===== config.mk =====
export PLATFORM = sky130hd
export DESIGN_NAME = mem_loader
export DESIGN_NICKNAME = d
export VERILOG_FILES = /design/src/rtl/mem_loader.sv
export SDC_FILE = /design/constraint.sdc
export NUM_CORES = 1
export LEC_CHECK = 0
export ABC_CLOCK_PERIOD_IN_PS = 1990
export CORE_ASPECT_RATIO = 1.4
export CORE_UTILIZATION = 35
export DETAILED_ROUTE_END_ITERATION = 12
export PLACE_DENSITY = 0.85
export SETUP_SLACK_MARGIN = 0.15
export SLEW_MARGIN = 20
export SYNTH_ARGS = -nofsm -noshare
export SYNTH_HDL_FRONTEND = slang
export SYNTH_SLANG_ARGS = --single-unit

===== constraint.sdc =====
create_clock -name clk -period 1.99 [get_ports clk]
set_input_delay 0.398 -clock clk [delete_from_list [all_inputs] [get_ports clk]]
set_output_delay 0.398 -clock clk [all_outputs]
set_load 0.05 [all_outputs]

===== src/rtl/mem_loader.sv =====
// Boot loader: collects UART bytes into little-endian words, writes them to RAM,
// then hands the RAM port to the CPU as a combinational pass-through.
//
// state   | meaning
// --------+-----------------------------------------------------------
// INIT    | reset state, bus idle
// COLLECT | accepting bytes into the assembly buffer
// WRITE   | holding a RAM write until ram_mem_ready is sampled
// GAP     | one idle cycle that swallows the controller's trailing ready
// DONE    | CPU owns the RAM port, CPU reset released
module mem_loader #(
    parameter int unsigned LOAD_WORDS = 1024,
    parameter logic [31:0] BASE_ADDR  = 32'h0000_0000
) (
    input  logic        clk,
    input  logic        reset,
    input  logic [7:0]  rx_data,
    input  logic        rx_valid,
    output logic        rx_ready,
    input  logic        cpu_mem_valid,
    input  logic        cpu_mem_instr,
    input  logic [3:0]  cpu_mem_wstrb,
    input  logic [31:0] cpu_mem_wdata,
    input  logic [31:0] cpu_mem_addr,
    output logic        cpu_mem_ready,
    output logic [31:0] cpu_mem_rdata,
    output logic        ram_mem_valid,
    output logic        ram_mem_instr,
    output logic [3:0]  ram_mem_wstrb,
    output logic [31:0] ram_mem_wdata,
    output logic [31:0] ram_mem_addr,
    input  logic        ram_mem_ready,
    input  logic [31:0] ram_mem_rdata,
    output logic        cpu_resetn,
    output logic        done
);

    localparam int CW = (LOAD_WORDS == 0) ? 1 : $clog2(LOAD_WORDS + 1);
    localparam logic [CW-1:0] LAST_COUNT = CW'(LOAD_WORDS);

    typedef enum logic [2:0] {
        S_INIT,
        S_COLLECT,
        S_WRITE,
        S_GAP,
        S_DONE
    } state_t;

    state_t        state;
    state_t        state_nxt;
    logic [1:0]    byte_idx;
    logic [CW-1:0] word_count;
    logic [31:0]   word_buf;
    logic [31:0]   write_addr;
    logic          accept;

    assign accept     = (state == S_COLLECT) && rx_valid;
    // Address wraps modulo 2^32 by construction of the 32-bit sum.
    assign write_addr = BASE_ADDR + (32'(word_count) << 2);

    always_ff @(posedge clk or posedge reset) begin
        if (reset) begin
            state      <= S_INIT;
            byte_idx   <= 2'd0;
            word_count <= '0;
            word_buf   <= 32'd0;
        end else begin
            state <= state_nxt;
            if (accept) begin
                word_buf[{byte_idx, 3'b000} +: 8] <= rx_data;
                byte_idx                          <= byte_idx + 2'd1;
            end
            if ((state == S_WRITE) && ram_mem_ready) begin
                word_count <= word_count + CW'(1);
            end
        end
    end

    always_comb begin
        state_nxt     = state;
        rx_ready      = 1'b0;
        ram_mem_valid = 1'b0;
        ram_mem_instr = 1'b0;
        ram_mem_wstrb = 4'h0;
        ram_mem_wdata = 32'd0;
        ram_mem_addr  = 32'd0;
        cpu_mem_ready = 1'b0;
        cpu_mem_rdata = 32'd0;
        cpu_resetn    = 1'b0;
        done          = 1'b0;

        case (state)
            S_INIT: begin
                state_nxt = (LOAD_WORDS == 0) ? S_DONE : S_COLLECT;
            end
            S_COLLECT: begin
                rx_ready = 1'b1;
                if (rx_valid && (byte_idx == 2'd3)) begin
                    state_nxt = S_WRITE;
                end
            end
            S_WRITE: begin
                ram_mem_valid = 1'b1;
                ram_mem_wstrb = 4'hF;
                ram_mem_wdata = word_buf;
                ram_mem_addr  = write_addr;
                if (ram_mem_ready) begin
                    state_nxt = S_GAP;
                end
            end
            S_GAP: begin
                state_nxt = (word_count == LAST_COUNT) ? S_DONE : S_COLLECT;
            end
            S_DONE: begin
                ram_mem_valid = cpu_mem_valid;
                ram_mem_instr = cpu_mem_instr;
                ram_mem_wstrb = cpu_mem_wstrb;
                ram_mem_wdata = cpu_mem_wdata;
                ram_mem_addr  = cpu_mem_addr;
                cpu_mem_ready = ram_mem_ready;
                cpu_mem_rdata = ram_mem_rdata;
                cpu_resetn    = 1'b1;
                done          = 1'b1;
            end
            default: begin
                state_nxt = S_INIT;
            end
        endcase
    end

endmodule


-- Yosys cells after proc, flatten, opt, wreduce, memory -nomap -nowiden
Cells that the tools add are included.
- bits in registers: 48
- logic and storage cells: 37
- output and inout port bits: 106
- input bits: 114
- $add $sub $neg: 3
- bitwise gates (word level): 1
- mux-type cells: 14
- reduce and logical (&&, ||, !) cells: 5
- shifts and indexed selects: 2
- equal/unequal tests: 8
- operators with widths (kind ; number):
    $pmux 32 s2 ; 2
    $bwmux 32 ; 1
    $mux 32 ; 1
    $shift 8x7->32 const A ; 1
    $shiftx 8x7->32 ; 1
    $pmux 3 s5 ; 1
    $add 11x1->11 const B ; 1
    $eq 11x11->1 const B ; 1
    $mux 3 ; 3
    $pmux 4 s2 ; 1
    $neg 5->7 ; 1
    $eq 3x2->1 const B ; 2
    $mux 1 ; 4
    $eq 3x1->1 const B ; 1
    $eq 3x3->1 const B ; 1
    $logic_and 1x1->1 ; 3
    $logic_not 3->1 ; 1
    $reduce_and 3->1 ; 1
    $add 2x1->2 const B ; 1
    $eq 2x2->1 const B ; 1
    $ne 2x1->1 const B ; 1
    $ne 2x2->1 const B ; 1
    $pmux 1 s2 ; 1
    $not 1->1 ; 1

-- Depth between registers and ports, before layout
- word-level depth: 4
- mapped depth: 6

-- Worst setup path after synthesis
OpenSTA, ideal clock, no wires.
- path type: register to output
- start: register state[2]
- end: output port ram_mem_addr[14]
- path buffers: 2
- data arrival time: 1.943 ns
- required time: 1.592 ns
- setup slack: -0.351 ns
- stages on the path, launching flop included: 6
- cells stage by stage: dfrtp_1 -> buf_2 -> inv_1 -> nor3_2 -> clkbuf_1 -> and2_1
- word-level cells in the longest chain between the ends: 2
- elaborated cells between the ends (all ways): 3
- ends and longest elaborated chain (what ; line ; text):
    from (decl) ; 49 ; state_t state;
    from (signal assigned) ; 68 ; state <= state_nxt;
    $eq 3x3->1 / $eq 3x2->1 (equally long branches) ; 92 ; case (state)
    $pmux 32 s2 * ; 92 ;
    to (decl) ; 31 ; output logic [31:0] ram_mem_addr,
Mark *: on every way between the ends. The rest lies on a longest branch, timed or not.

-- Worst setup path after layout
- start: register state[2]
- end: output port ram_mem_wdata[3]
- word-level cells in the longest chain between the ends: 2
- elaborated cells between the ends (all ways): 3
- ends and longest elaborated chain (what ; line ; text):
    $eq 3x3->1 / $eq 3x2->1 (equally long branches) ; 92 ;
    $pmux 32 s2 * ; 92 ;
    to (decl) ; 30 ; output logic [31:0] ram_mem_wdata,
Marks and branches as above.

==> results.cfg <==
[status]
outcome = complete, but fails checks
violations = negative setup slack

[logic_synthesis]
synth.avg_cell_area_um2 = 8.914
yosys_warnings = 0
muxShareOfSynthArea = 0.02961
synth_xor_area_frac = 0.03124
synth_top_family_by_area = simple AND/OR/NAND/NOR gates
syn_area_mm2 = 0.003084
synth_top_area_share = 0.3895
ys_dominant_reg_cell = dfrtp_1
syn_nets = 467
synth_edf_count = 0
ys_seq_area_frac = 0.3895
ys_seq_elements = 48
synthCells = 346
synth_area_leaders = dfrtp_1, a22o_1, and2_1
synthAdderAreaFrac = 0.02840
synth_cell_types = 34
ys_async_sr_fraction = 1.000
yosysTopAreaCell = dfrtp_1
yosys.area_share.simple = 0.2499
synth_compound_area_frac = 0.1826

[clock_tree]
clockBufferDepth = 2
cts_made_buffers = 5
tritoncts = done
htree_levels = 2
insertion_delay_ps = 300
root_buffer = clkbuf_16
hold_buffers = 0
clk_pin_slew_ps = 70
clkSinkCount = 48

[worst_setup_path]
slowest_delay_ps = 380
worst_ep_required_time_ps = 1590
cp_slowest_cell = dfrtp_1
worstPathArrival_ps = 1780
path_cells = inv_2 > nor3_4 > buf_12 > buf_12 > a22o_1 > buf_12
cp-start-kind = register
crit_top_cell = buf_12
cp-end-kind = output pin
critPathMaxFanout = 12
critPathKind = reg -> out

[floorplan]
num_rows = 40
die_w_um = 81.34
die-area_mm2 = 0.009197
start_util = 0.3604
fp.dieH_um = 113.1
core_mm2 = 0.008558
ios = 220

[pwr]
peakVddDrop_mv = 0.7411
powerDensity_mw_per_mm2 = 586.6
power.total_uw = 4555
power.leakage_uw = 0.003332

[sta]
max_slew_margin = 0.6627
tightest_slew_ps = 505.9
finalCritPeriodShare = 1.095
setup_viol = 105
fin_ws_ps = -188.5
rsz0062_at_grt = yes
min_period_ps = 2179
fin_skew_ps = 8.304
max_freq_ghz = 0.4590
slew_violations = 0
finalHoldViolCount = 0

[place]
place_ws_ps = 43.97
place.gp.congestion = 0.9037
dp.cells = 654
portBuffers = 219
post-dp-hpwl_um = 10480

[drt]
drtAntennaViolNets = 0
drtIter0Drc = 298
drc_errors = 0
route.vias.total = 4161
post_drt_wl_per_cell_um = 27.77
wl_um = 19190
via_per_inst = 6.022
dr.pass1.iters = 5

[final_layout]
regArea_mm2 = 0.001205
drive_gt1_frac = 0.4743
fin_nets = 704
layout_common_cells = clkdlybuf4s50_1, buf_12, and2_4
multi_input_area_mm2 = 0.002183
syn_to_final_growth_pct = 151.8
nFillCells = 266
stdcell_count = 691

[worst_hold_path]
min_path_type = in -> async

[grt]
grt_antenna_before_repair = 3
gr-total-overflow = 0
grt_pass1_vias = 4250
grt_pass1_wl_um = 24580
grt_max_degree = 49
grtUsageTotal = 0.3681

[run]
drv_cap = 0
## per-stage QoR
step / instance area (µm²) / util / TNS, ps / hold slack (ps)
2_1_floorplan: 3433 / - / 0 / 456.5
3_3_place_gp: 6845 / 0.7999 / 0 / 500.7
3_5_place_dp: 6845 / 0.7999 / 0 / 511.6
4_1_cts: 7467 / 0.8725 / -6104 / 489.5
5_1_grt: 7761 / 0.9069 / -14390 / 501.0
6_report: 7766 / 0.9075 / -11550 / 470.6
## Yosys cell counts, drive strengths merged, types with 2 or more instances
library cell / n
dfrtp: 48
nor4: 6
o21ai: 25
nor2: 2
inv: 40
nand4: 25
clkbuf: 16
nand2: 13
and2: 58
a21o: 5
mux2i: 8
buf: 13
nor3b: 5
nand3: 5
nor3: 5
xnor2: 4
a22o: 43
xor2: 7
ha: 7
nand4b: 2
## worst max-delay path, delay by kind of cell (launching register included)
kind / cells / cell delay (ps)
AO/OA/AOI/OAI: 1 / 230
buffers and inverters: 4 / 600
AND/OR/NAND/NOR: 1 / 260
flip-flops: 1 / 380
## worst paths after layout
kind | from | to | slack [ps] | cells past startpoint
max in group asynchronous | reset | state[1] | 1280 | 3
max | state[2] | ram_mem_wdata[3] | -190 | 6
min reg2reg | word_count[10] | word_count[10] | 560 | 1
max reg2reg | state[2] | word_count[7] | -60 | 5
min | reset | word_count[2] | 470 | 3
min in group clk | word_count[10] | word_count[10] | 560 | 1
## cell type report
type	count	share of cell area
Antenna cell	2	0.0006444
Clock inverter	2	0.004511
Clock buffer	6	0.01659
Timing Repair Buffer	259	0.5057
Tap cell	105	0.01692
Multi-Input combinational cell	229	0.2811
Sequential cell	48	0.1551
Inverter	40	0.01933
## kinds of logic after synthesis
kind of cell             Yosys count
flip-flops                        48
AND/OR/NAND/NOR                  126
AO/OA/AOI/OAI                     76
XOR/XNOR                          11
buffers and inverters             69
adder cells (fa/ha/maj)            7
multiplexers                       9
## timing repair
action / 4_1_cts / 5_1_grt
setup endpoints to repair: 118 / 132
gates resized for setup: 36 / 32
pin swaps: 3 / 23
setup buffers: 9 / 5
cloned: 8 / 5
## metal layers
layer / track usage / vias to the layer above / wire [µm]
li1: - / 1690 / -
met1: 0.3746 / 2029 / 6034
met2: 0.6639 / 323 / 9997
met3: 0.09597 / 117 / 1742
met4: 0.1952 / 2 / 1401
met5: 0 / - / 11
## flip-flops by register name, summed over array words and instances (netlist names)
| signal | cells |
|---|---|
| byte_idx | 2 |
| state | 3 |
| word_buf | 32 |
| word_count | 11 |
## power breakdown
part           total, µW  leakage [µW]  switching (µW)  internal (µW)
combinational       1910       0.00262            1100            815
clock                997     0.0000809             404            593
sequential          1650      0.000634             367           1280
total               4560       0.00333            1870           2690
Note: power is estimated with default switching activity, not from simulation.
